### src/rtl/stream_sdram_writer_if.sv
// Wishbone bundles for stream_sdram_writer.
//   stream_wb_if : pixel stream port. Carries cyc/stb/we/adr/dat from the master
//                  and ack/err/rty back from the slave.
//   sdram_wb_if  : SDRAM write port. Carries cyc/stb/we/adr/dat/sel from the
//                  master and ack back from the slave. There is no err/rty,
//                  because the SDRAM side always acks.
interface stream_wb_if;
  logic        cyc, stb, we;
  logic [31:0] adr, dat;
  logic        ack, err, rty;
  modport master (output cyc, stb, we, adr, dat, input ack, err, rty);
  modport slave  (input cyc, stb, we, adr, dat, output ack, err, rty);
endinterface

interface sdram_wb_if;
  logic        cyc, stb, we;
  logic [31:0] adr, dat;
  logic [3:0]  sel;
  logic        ack;
  modport master (output cyc, stb, we, adr, dat, sel, input ack);
  modport slave  (input cyc, stb, we, adr, dat, sel, output ack);
endinterface

### src/rtl/stream_sdram_writer.sv
// stream_sdram_writer
// Accepts 32-bit pixel writes on a Wishbone slave port and buffers them in a
// DEPTH-entry FIFO. It replays them as single Wishbone writes to SDRAM at
// linear frame-buffer addresses. A write to stream address 0 marks start of
// frame and restarts addressing at BASE_ADR. The address also wraps by itself
// after HDISP*VDISP pixels.
// Ports:
//   sys_clk, sys_rst : clock, synchronous active-high reset
//   s                : stream slave (ack = accepted write, err/rty tied 0)
//   m                : SDRAM master (single writes, sel = 4'hF)
//   level            : FIFO occupancy, 0..DEPTH
module stream_sdram_writer #(
  parameter int          DEPTH    = 8,
  parameter int          HDISP    = 800,
  parameter int          VDISP    = 480,
  parameter logic [31:0] BASE_ADR = 32'h0
) (
  input  logic                   sys_clk,
  input  logic                   sys_rst,
  stream_wb_if.slave             s,
  sdram_wb_if.master             m,
  output logic [$clog2(DEPTH):0] level
);
  localparam int AW   = $clog2(DEPTH);
  localparam int NPIX = HDISP * VDISP;
  localparam int PW   = (NPIX > 1) ? $clog2(NPIX) : 1;
  localparam logic [PW-1:0] LAST  = PW'(NPIX - 1);
  localparam logic [AW:0]   FULLV = (AW+1)'(DEPTH);

  typedef enum logic {IDLE, WRITE} state_t;
  typedef struct packed {
    logic        sof;
    logic [31:0] dat;
  } ent_t;

  ent_t          r_mem [DEPTH];
  logic [AW-1:0] r_wptr, r_rptr;
  logic [AW:0]   r_level;
  logic          r_full;
  logic [PW-1:0] r_pix;
  state_t        r_state;
  logic          r_wr;

  ent_t          w_head;
  logic          w_push, w_pop;
  logic [AW:0]   w_level_nxt;
  logic [PW-1:0] w_idx;

  // The full flag is registered, so a pop does not open space for a push in
  // the same cycle. This keeps s.ack free of any dependence on m.ack.
  assign w_push      = s.cyc & s.stb & s.we & ~r_full;
  assign w_pop       = r_wr & m.ack;
  assign w_level_nxt = r_level + (AW+1)'(w_push) - (AW+1)'(w_pop);

  assign w_head = r_mem[r_rptr];
  assign w_idx  = w_head.sof ? '0 : r_pix;

  assign s.ack = w_push;
  assign s.err = 1'b0;
  assign s.rty = 1'b0;

  // Master outputs decode from the state register and the FIFO head only.
  // They read as zero outside WRITE.
  assign m.cyc = r_wr;
  assign m.stb = r_wr;
  assign m.we  = r_wr;
  assign m.sel = {4{r_wr}};
  assign m.dat = r_wr ? w_head.dat : 32'h0;
  assign m.adr = r_wr ? BASE_ADR + (32'(w_idx) << 2) : 32'h0;
  assign level = r_level;

  // Stored data needs no reset. Only the pointers define what is valid.
  always_ff @(posedge sys_clk) begin
    if (w_push) r_mem[r_wptr] <= '{sof: (s.adr == 32'h0), dat: s.dat};
  end

  always_ff @(posedge sys_clk) begin
    if (sys_rst) begin
      r_wptr  <= '0;
      r_rptr  <= '0;
      r_level <= '0;
      r_full  <= 1'b0;
    end else begin
      if (w_push) r_wptr <= r_wptr + 1'b1;
      if (w_pop)  r_rptr <= r_rptr + 1'b1;
      r_level <= w_level_nxt;
      r_full  <= (w_level_nxt == FULLV);
    end
  end

  // WRITE is entered only with a non-empty FIFO. It is left only when the
  // level after this cycle's pop and push would be zero. Therefore a pop never
  // happens on an empty FIFO.
  always_ff @(posedge sys_clk) begin
    if (sys_rst) begin
      r_state <= IDLE;
      r_wr    <= 1'b0;
      r_pix   <= '0;
    end else begin
      case (r_state)
        IDLE: begin
          if (r_level != '0) begin
            r_state <= WRITE;
            r_wr    <= 1'b1;
          end
        end
        WRITE: begin
          if (m.ack) begin
            r_pix <= (w_idx == LAST) ? '0 : w_idx + 1'b1;
            if (w_level_nxt == '0) begin
              r_state <= IDLE;
              r_wr    <= 1'b0;
            end
          end
        end
        default: begin
          r_state <= IDLE;
          r_wr    <= 1'b0;
        end
      endcase
    end
  end
endmodule
### src/flat_wrapper.sv
// flat-port wrapper written by rule: the top's interface ports become plain ports
module stream_sdram_writer_flat 
#(
  parameter int          DEPTH    = 8,
  parameter int          HDISP    = 800,
  parameter int          VDISP    = 480,
  parameter logic [31:0] BASE_ADR = 32'h0
)
  (sys_clk, sys_rst, level, s_cyc, s_stb, s_we, s_adr, s_dat, s_ack, s_err, s_rty, m_cyc, m_stb, m_we, m_adr, m_dat, m_sel, m_ack);
  stream_wb_if s_i ();
  sdram_wb_if m_i ();
  input  logic sys_clk;
  input  logic sys_rst;
  output logic [$clog2(DEPTH):0] level;
  input wire logic [$bits(s_i.cyc)-1:0] s_cyc;
  input wire logic [$bits(s_i.stb)-1:0] s_stb;
  input wire logic [$bits(s_i.we)-1:0] s_we;
  input wire logic [$bits(s_i.adr)-1:0] s_adr;
  input wire logic [$bits(s_i.dat)-1:0] s_dat;
  output wire logic [$bits(s_i.ack)-1:0] s_ack;
  output wire logic [$bits(s_i.err)-1:0] s_err;
  output wire logic [$bits(s_i.rty)-1:0] s_rty;
  output wire logic [$bits(m_i.cyc)-1:0] m_cyc;
  output wire logic [$bits(m_i.stb)-1:0] m_stb;
  output wire logic [$bits(m_i.we)-1:0] m_we;
  output wire logic [$bits(m_i.adr)-1:0] m_adr;
  output wire logic [$bits(m_i.dat)-1:0] m_dat;
  output wire logic [$bits(m_i.sel)-1:0] m_sel;
  input wire logic [$bits(m_i.ack)-1:0] m_ack;
  assign s_i.cyc = s_cyc;
  assign s_i.stb = s_stb;
  assign s_i.we = s_we;
  assign s_i.adr = s_adr;
  assign s_i.dat = s_dat;
  assign s_ack = s_i.ack;
  assign s_err = s_i.err;
  assign s_rty = s_i.rty;
  assign m_cyc = m_i.cyc;
  assign m_stb = m_i.stb;
  assign m_we = m_i.we;
  assign m_adr = m_i.adr;
  assign m_dat = m_i.dat;
  assign m_sel = m_i.sel;
  assign m_i.ack = m_ack;
  stream_sdram_writer #(.DEPTH(DEPTH), .HDISP(HDISP), .VDISP(VDISP), .BASE_ADR(BASE_ADR)) u_core (.sys_clk(sys_clk), .sys_rst(sys_rst), .s(s_i), .m(m_i), .level(level));
endmodule
### config.mk
export PLATFORM = sky130hd
export DESIGN_NAME = stream_sdram_writer_flat
export DESIGN_NICKNAME = d
export VERILOG_FILES = /design/src/rtl/stream_sdram_writer_if.sv /design/src/rtl/stream_sdram_writer.sv /design/src/flat_wrapper.sv
export SDC_FILE = /design/constraint.sdc
export NUM_CORES = 1
export LEC_CHECK = 0
export BUFFER_PORTS_ARGS = -buffer_cell sky130_fd_sc_hd__buf_2
export CORE_ASPECT_RATIO = 1.1
export CORE_MARGIN = 2
export CORE_UTILIZATION = 30
export CTS_CLUSTER_SIZE = 8
export DETAILED_ROUTE_END_ITERATION = 8
export PLACE_DENSITY_LB_ADDON = 0.12
export SYNTH_ARGS = -nofsm -noshare
export SYNTH_HDL_FRONTEND = slang
export SYNTH_SLANG_ARGS = --single-unit
export TNS_END_PERCENT = 5
### constraint.sdc
create_clock -name sys_clk -period 3.4 [get_ports sys_clk]
set_clock_uncertainty 0.15 [all_clocks]
set_input_delay 0.17 -clock sys_clk [delete_from_list [all_inputs] [get_ports sys_clk]]
set_output_delay 0.17 -clock sys_clk [all_outputs]
set_load 0.02 [all_outputs]
### Yosys cells after proc, flatten, opt, wreduce, memory -nomap -nowiden

Memory sizes are Yosys's and may differ from the RTL's. A register that Yosys moved wholly into a read port is not among the register bits.
Cells that the tools add are included.

| word-level totals | value |
|---|---|
| bits in registers | 32 |
| latch bits | 0 |
| bits in writable memories | 264 |
| bits in read-only memories | 0 |
| input bits | 70 |
| logic and storage cells | 45 |
| memories | 1 |

| operators by class | value |
|---|---|
| $add $sub $neg | 5 |
| $mul | 0 |
| divide/modulo/power cells | 0 |
| $lt $le $gt $ge | 0 |
| equal/unequal tests | 5 |
| shifts and indexed selects | 0 |
| mux-type cells | 16 |
| bitwise logic cells | 6 |
| reduce and logical (&&, ||, !) cells | 5 |

Memories:

| name | words | width | rd ports | clocked after Yosys merged registers in | write ports | RTL line | source |
|---|---|---|---|---|---|---|---|
| u_core.r_mem | 8 | 33 | 1 | 1 | 1 | stream_sdram_writer.sv:36 | `ent_t r_mem [DEPTH];` |

Operators by type and width:

| cell | number |
|---|---|
| 19-bit two-way mux | 2 |
| 32-bit logical NOT | 1 |
| 32-bit two-way mux | 1 |
| 21-bit two-way mux | 1 |
| 19-bit by 1-bit adder with 19-bit output (second input constant) | 1 |
| 19-bit == test (second input constant) | 1 |
| 1-bit two-way mux | 8 |
| 3-bit by 1-bit adder with 3-bit output (second input constant) | 2 |
| 3-bit two-way mux | 2 |
| 4-bit by 1-bit adder with 4-bit output | 1 |
| 1-bit bitwise AND | 4 |
| 4-bit == test (second input constant) | 1 |
| 4-bit logical NOT | 1 |
| 2-bit != test (second input constant) | 2 |
| 1-bit one-hot mux with 2 select lines | 2 |
| 4-bit nonzero test | 1 |
| 4-bit by 1-bit subtractor with 4-bit output | 1 |
| 3-bit AND reduction | 1 |
| 2-bit by 1-bit != test with 1-bit output (second input constant) | 1 |
| 1-bit inverter | 2 |
| 2-bit AND reduction | 1 |

### Logic depth before layout (Yosys ltp)

Gate-level depths: netlist of run 1.

| logic depth | value |
|---|---|
| depth after elaboration | 9 |
| gate-level depth with buffers | 13 |
| depth with buffers taken out | 11 |

### Least setup slack after synthesis of run 1

OpenSTA, ideal clock, no wires.

| timing path | value |
|---|---|
| kind | reg2reg |
| from | register u_core.r_full |
| to | memory u_core.r_mem[0][0] in the netlist's numbering, enable pin |
| arrival time | 3.172 ns |
| slack | -0.386 ns |
| stages on the path, launching flop included | 5 |
| path buffers | 0 |
| clock period less this slack | 3.786 ns |
| cells stage by stage | dfxtp_1 -> nand4b_1 -> inv_1 -> nand2b_1 -> nor3_1 |

| between the ends | value |
|---|---|
| longest elaborated chain between the ends | 4 |

Ends and longest elaborated chain:

| what | RTL line | source |
|---|---|---|
| start: declaration | stream_sdram_writer.sv:39 | `logic r_full;` |
| start signal: assignment | stream_sdram_writer.sv:87 | `r_full <= (w_level_nxt == FULLV);` |
| 1-bit inverter | stream_sdram_writer.sv:51 | `assign w_push = s.cyc & s.stb & s.we & ~r_full;` |
| 1-bit bitwise AND | stream_sdram_writer.sv:51 |  |
| net s_ack | flat_wrapper.sv:20 | `output wire logic [$bits(s_i.ack)-1:0] s_ack;` |
| 1-bit two-way mux | stream_sdram_writer.sv:74 | `if (w_push) r_mem[r_wptr] <= '{sof: (s.adr == 32'h0), dat: s.dat};` |
| 1-bit two-way mux (implied by the code) | stream_sdram_writer.sv:74 |  |
| end: declaration | stream_sdram_writer.sv:36 |  |

The timed path passes the listed nets, and every way through them passes these cells.

==> run_results.csv, run 1 <==
group,metric,value,unit
clock_tree,root_buffer,"clkbuf_16",
clock_tree,clkLatencyLatePin,0.54,ns
yosys,synth_top_cell_by_area,"edfxtp_1",
yosys,synth_mux_area_share,15.3,%
worst_setup_path,reg2reg_slack,0.44,ns
yosys,synth-seq-area-share,70.7,%
worst_setup_path,critical_path_arrival,2.84,ns
power,cellLeakagePower,5.14,nW
run_status,status,"complete, no violations",
yosys,synth_top_family_by_area,"multiplexers",
yosys,synth_simple_gate_area_share,7.30,%
worst_setup_path,rr_endpoint,"u_core.r_pix[12]$_SDFFE_PP0P_",
cells_and_area,final_cell_mix,"edfxtp_1, buf_2, mux4_2",
yosys,synth_compound_area_share,2.38,%
yosys,syn_area,12200,um2
place,dpl_cell_area,13500,um2
yosys,netlist_instances,690,
yosys,synthArstFlopShare,0,%
clock_tree,cts_made_buffers,43,
timing,max_freq,317,MHz
clock_tree,tritoncts,"done",
cells_and_area,drive_above_1_share,31.1,%
die,start_util,30.4,%
worst_setup_path,worstSetupPathType,"flop to output pin",
die,die_h,216,um
yosys,synthAdderAreaFrac,0.984,%
detailed_routing,drtAntennaViolNets,0,
detailed_routing,drcViolationCount,0,
timing,timing.final.crit_share,92.8,%
worst_setup_path,cp-end-kind,"output pin",
cells_and_area,num_antenna_cells,0,
flow_run,cap_violations,0,
yosys,synth.area.top_cells,"edfxtp_1, mux4_2, dfxtp_1",
die,io_pins,148,
cells_and_area,fin_util,37.7,%
yosys,synth_edf_count,264,
clock_tree,htree_levels,2,
timing,relSlewSlack,29.8,%
yosys,synthDistinctLibCells,49,
global_routing,grt_pass1_vias,7340,
worst_setup_path,reg2reg_depth,10,
detailed_routing,drtPass1Iterations,5,
global_routing,antenna_found_initial,2,
place,io_buffers,132,
yosys,synth_top_area_share,64.9,%
die,core_area,40200,um2
cells_and_area,final_common_cell,"edfxtp_1",
cells_and_area,fin_cells,1420,
global_routing,grt_usage,13.8,%
yosys,ys_warn_count,0,
die,die-area,42300,um2
detailed_routing,routed_wl,28.9,mm
die,die_w,196,um
timing,worstMarginPinSlew,1.05,ns
timing,hold_viol,0,
min_path,hold_path.class,"input port to flop",
detailed_routing,vias_per_cell,4.81,
cells_and_area,area_growth,23.9,%
detailed_routing,drtIter0Drc,328,
cells_and_area,nets,968,
detailed_routing,dr_total_vias,6834,
worst_setup_path,endpoint,"m_dat[31]",
clock_tree,path_clk_slew,0.05,ns
global_routing,grt_remaining_overflow,0,
power,ir_drop,0.000355,V
timing,fin_ws,0.243,ns
worst_setup_path,worstSetupStartpointType,"flop",
clock_tree,cts.sinks,299,
place,gp_congestion,0.811,
yosys,yosys.area_share.xor_xnor,0.502,%
timing,fin_crit,3.16,ns
worst_setup_path,required,3.08,ns
clock_tree,cts_resized,0,
yosys,synth_flop_cell,"edfxtp_1",
clock_tree,cts_setup_buffers,0,
detailed_routing,routedWlPerCell,20.4,um
place,detailedPlace.worstSlack,0.446,ns
clock_tree,clk_path_buf_depth,3,
place,dp_hpwl,16.7,mm
place,post-place-cells,1318,
worst_setup_path,cp_max_fo,36,
power,p_per_area,626,nW/um2
die,rows,77,
timing,finalMaxSlewViolations,0,
yosys,ys_ff_latch,299,
cells_and_area,fin_area,15100,um2
timing,final-setup-viol-count,0,
yosys,post_synth.cell_area_avg,17.7,um2
global_routing,grt_max_degree,60,
timing,holdWs,0.0447,ns
global_routing,grt_first_pass_wirelength,43.4,mm
timing,rsz0062_at_grt,"false",
==> per-stage QoR <==
step           power [mW]  setup TNS [ns]
5_1_grt              9.90               0
4_1_cts              9.64               0
6_report             9.47               0
3_5_place_dp         5.71               0
2_1_floorplan        5.28          -12.71
3_3_place_gp         5.69               0
==> flip-flops by register name, summed over array words and instances, names as in the netlist, named ones only <==
name and count:
u_core.level 4, u_core.r_wptr 3, u_core.r_pix 19, u_core.m.cyc 1, u_core.r_full 1, u_core.r_state 1
u_core.r_mem 264, u_core.r_rptr 3
==> logic make-up after synthesis <==
logic type | Yosys count
compound gates | 44
xor+xnor | 7
fa+ha+maj | 9
buf+inv | 65
flops | 299
mux | 104
other cells | 1
simple gates | 161
==> routing by layer <==
metal | GRT usage [%] | vias up | share of wire (%)
li1 | - | 3097 | -
met1 | 16.4 | 3511 | 42
met2 | 24.6 | 183 | 52
met3 | 3.41 | 41 | 5.0
met4 | 4.07 | 2 | 1.8
met5 | 0 | - | 0.038
==> cells in the mapped netlist (8+ instances only) <==
library cell	count
nand2_1	24
buf_4	21
edfxtp_1	264
mux2i_1	37
and3_1	25
clkbuf_1	17
mux4_2	66
nor4_1	9
a21oi_1	17
buf_1	8
nor2b_1	33
nor2_1	22
inv_1	11
dfxtp_1	35
nand4_1	10
nand3_1	10
ha_1	8
==> critical path: stages, from the launching register on <==
cell	delay, ns
dfxtp_4	0.34
buf_4	0.41
buf_4	0.58
mux4_2	0.31
mux2i_1	0.07
nor2b_1	0.30
buf_2	0.23
==> repair_timing <==
item                                    in CTS  in global routing
hold buffers                                39                  0
hold endpoints to repair                   281                  0
endpoints found under the setup margin       0                  0
==> worst min-delay path by stage <==
stage / startpoint / to / slack, ns / depth (start not counted)
floorplan: s_dat[0] / u_core.r_mem[0][0]$_DFFE_PP_ / 0.12 / 0
global placement: s_dat[26] / u_core.r_mem[1][26]$_DFFE_PP_ / 0.27 / 1
detailed placement: s_dat[6] / u_core.r_mem[0][6]$_DFFE_PP_ / 0.29 / 1
CTS: s_adr[21] / u_core.r_mem[3][32]$_DFFE_PP_ / 0.02 / 4
global route: s_adr[21] / u_core.r_mem[6][32]$_DFFE_PP_ / 0.05 / 4
finish: s_adr[21] / u_core.r_mem[3][32]$_DFFE_PP_ / 0.04 / 4
==> power breakdown <==
group          switching [mW]  internal [mW]  total [mW]
sequential             0.0499           4.07        4.12
combinational           0.890          0.641        1.53
clock                    1.44           2.37        3.81
==> final cells by class <==
type	count	area (um2)
Inverter	11	41.3
Clock buffer	62	1190
Sequential cell	299	8640
Tap cell	513	642
Fill cell	3744	25000
Clock inverter	1	5.00
Timing Repair Buffer	194	1260
Multi-Input combinational cell	340	3350
No activity file was read; power rests on OpenSTA's default activity.
==> inputs of run 2 (changes only) <==
--- a/config.mk
+++ b/config.mk
@@ -8,7 +8,7 @@
 export BUFFER_PORTS_ARGS = -buffer_cell sky130_fd_sc_hd__buf_2
 export CORE_ASPECT_RATIO = 1.1
 export CORE_MARGIN = 2
-export CORE_UTILIZATION = 30
+export CORE_UTILIZATION = 52
 export CTS_CLUSTER_SIZE = 8
 export DETAILED_ROUTE_END_ITERATION = 8
 export PLACE_DENSITY_LB_ADDON = 0.12
==> constraint.sdc (replaced) <==
create_clock -name sys_clk -period 3.4 [get_ports sys_clk]
set_clock_uncertainty 0.15 [all_clocks]
set_input_delay 0.68 -clock sys_clk [delete_from_list [all_inputs] [get_ports sys_clk]]
set_output_delay 0.68 -clock sys_clk [all_outputs]
set_load 0.02 [all_outputs]
==> run 2 against run 1 <==
Critical endpoint is now m_dat[28]. Utilization rose by 26 points. Count of clock-buffer cells in the layout down 12. Setup slack got worse by 0.025 ns. Die area fell by 42%. First-iteration DRC count decreased by 8.5%. Final area decreased by 4.2%. Sequential power about the same. Cell count shrank 19%. Fmax shrank 0.80%. Combinational power decreased by 6%.
==> run_results.csv, run 2 (synthesis results as in run 1) <==
group,metric,value,unit
detailed_routing,drcViolationCount,0,
clock_tree,cts.sinks,299,
die,core_area,22900,um2
run_status,status,"complete, no violations",
detailed_routing,drtIter0Drc,300,
place,post-place-cells,1105,
timing,finalMaxSlewViolations,0,
cells_and_area,final_cell_mix,"edfxtp_1, buf_2, mux4_2",
die,start_util,53.3,%
global_routing,grt_first_pass_wirelength,36.9,mm
global_routing,grt_max_degree,60,
die,die_w,150,um
global_routing,grt_pass1_vias,6670,
cells_and_area,num_antenna_cells,0,
detailed_routing,drtAntennaViolNets,0,
die,die_h,165,um
global_routing,antenna_found_initial,1,
cells_and_area,area_growth,18.7,%
cells_and_area,drive_above_1_share,33.0,%
worst_setup_path,worstSetupPathType,"flop to output pin",
timing,timing.final.crit_share,93.6,%
die,rows,58,
worst_setup_path,critical_path_arrival,2.35,ns
timing,fin_crit,3.18,ns
place,dpl_cell_area,13300,um2
timing,max_freq,314,MHz
detailed_routing,drtPass1Iterations,4,
power,cellLeakagePower,4.98,nW
worst_setup_path,cp-end-kind,"output pin",
global_routing,grt_usage,20.1,%
clock_tree,holdBufCountCts,0,
detailed_routing,routed_wl,24.5,mm
clock_tree,clk_path_buf_depth,3,
cells_and_area,largest_reg_flops,264,
detailed_routing,routedWlPerCell,21.1,um
worst_setup_path,rr_endpoint,"u_core.r_pix[16]$_SDFFE_PP0P_",
worst_setup_path,cp_max_fo,38,
clock_tree,htree_levels,2,
worst_setup_path,reg2reg_depth,10,
clock_tree,path_clk_slew,0.05,ns
power,p_per_area,642,nW/um2
detailed_routing,wl_met2,12.8,mm
cells_and_area,fin_cells,1157,
clock_tree,tritoncts,"done",
place,io_buffers,132,
timing,rsz0062_at_grt,"false",
timing,worstMarginPinSlew,1.01,ns
timing,relSlewSlack,32.3,%
cells_and_area,ff_latch_area,8640,um2
detailed_routing,dr_total_vias,6619,
place,gp_congestion,0.831,
cells_and_area,largest-register,"u_core.r_mem",
cells_and_area,nets,929,
die,die-area,24700,um2
timing,final-setup-viol-count,0,
cells_and_area,fin_area,14500,um2
detailed_routing,wl_met3,1.43,mm
cells_and_area,fillers,1666,
clock_tree,clkLatencyLatePin,0.52,ns
worst_setup_path,worstSetupStartpointType,"flop",
timing,holdWs,0.273,ns
min_path,hold_path.class,"input port to flop",
cells_and_area,multi_input_area,3350,um2
clock_tree,cts_made_buffers,43,
detailed_routing,detail_route.wirelength.met1,9.84,mm
worst_setup_path,reg2reg_slack,0.47,ns
detailed_routing,vias_per_cell,5.72,
cells_and_area,final_common_cell,"edfxtp_1",
place,dp_hpwl,14.3,mm
die,io_pins,148,
power,ir_drop,0.000444,V
timing,hold_viol,0,
clock_tree,root_buffer,"clkbuf_16",
detailed_routing,dr.max_layer_used,"met5",
global_routing,grt_remaining_overflow,0,
flow_run,cap_violations,0,
worst_setup_path,endpoint,"m_dat[28]",
worst_setup_path,required,2.57,ns
-- run 2: changes by cell type in the layout (fill, tap and decap cells not counted) --
cell,before,now
buf_8,0,1
clkinv_2,1,0
clkbuf_1,17,5
dlygate4sd3_1,39,0
buf_12,3,6
clkinvlp_4,0,1
buf_6,0,1
buf_4,20,15
inv_16,0,1
-- run 2: how the worst min path moves through the flow --
stage / startpoint / cells after the start / slack [ns] / end
2_1_floorplan: u_core.r_pix[12]$_SDFFE_PP0P_ / 1 / 0.30 / u_core.r_pix[12]$_SDFFE_PP0P_
3_3_place_gp: u_core.r_rptr[1]$_SDFFE_PP0P_ / 2 / 0.31 / flop
3_5_place_dp: u_core.r_rptr[1]$_SDFFE_PP0P_ / 2 / 0.33 / flop
4_1_cts: s_dat[21] / 1 / 0.25 / u_core.r_mem[7][21]$_DFFE_PP_
5_1_grt: s_dat[5] / 1 / 0.27 / u_core.r_mem[3][5]$_DFFE_PP_
6_report: s_dat[21] / 1 / 0.27 / u_core.r_mem[6][21]$_DFFE_PP_
-- run 2: final cells by class --
cell class,instances,share of cell area [%]
clock buffers,50,7.90
clock inverters,2,0.190
inverters,11,0.285
multi-input cells,340,23.1
flip-flops and latches,299,59.6
well taps,300,2.59
repair buffers,155,6.34
-- run 2: power by group --
part	switching (mW)	internal (mW)	total (mW)
logic	0.823	0.621	1.44
registers	0.0569	4.07	4.13
clock network	1.40	2.33	3.73
total	2.28	7.03	9.31
-- run 2: metal layers --
layer / GRT usage [%] / vias up
li1: - / 3008
met1: 25.7 / 3361
met2: 34.8 / 205
met3: 4.31 / 43
met4: 5.70 / 2
met5: 0 / -
-- run 2: per-stage QoR --
stage / worst slack, ns / power (mW) / util [%] / TNS (ns)
floorplan: -0.727 / 5.28 / - / -23.98
global placement: 0.417 / 5.64 / 58.1 / 0
detailed placement: 0.422 / 5.66 / 58.1 / 0
CTS: 0.0259 / 9.42 / 63.2 / 0
global route: 0.0542 / 9.69 / 63.2 / 0
finish: 0.218 / 9.31 / 63.2 / 0
-- run 2: what timing repair did --
action,in CTS,in global routing
endpoints found under the setup margin,6,2
gates resized for setup,1,3
cloned,0,0
setup buffers,0,0
-- run 2: worst max-delay path, stage by stage (launching register included) --
cell     delay [ns]
dfxtp_4        0.38
buf_8          0.37
mux4_2         0.56
mux2i_1        0.24
nor2b_1        0.09
buf_2          0.17
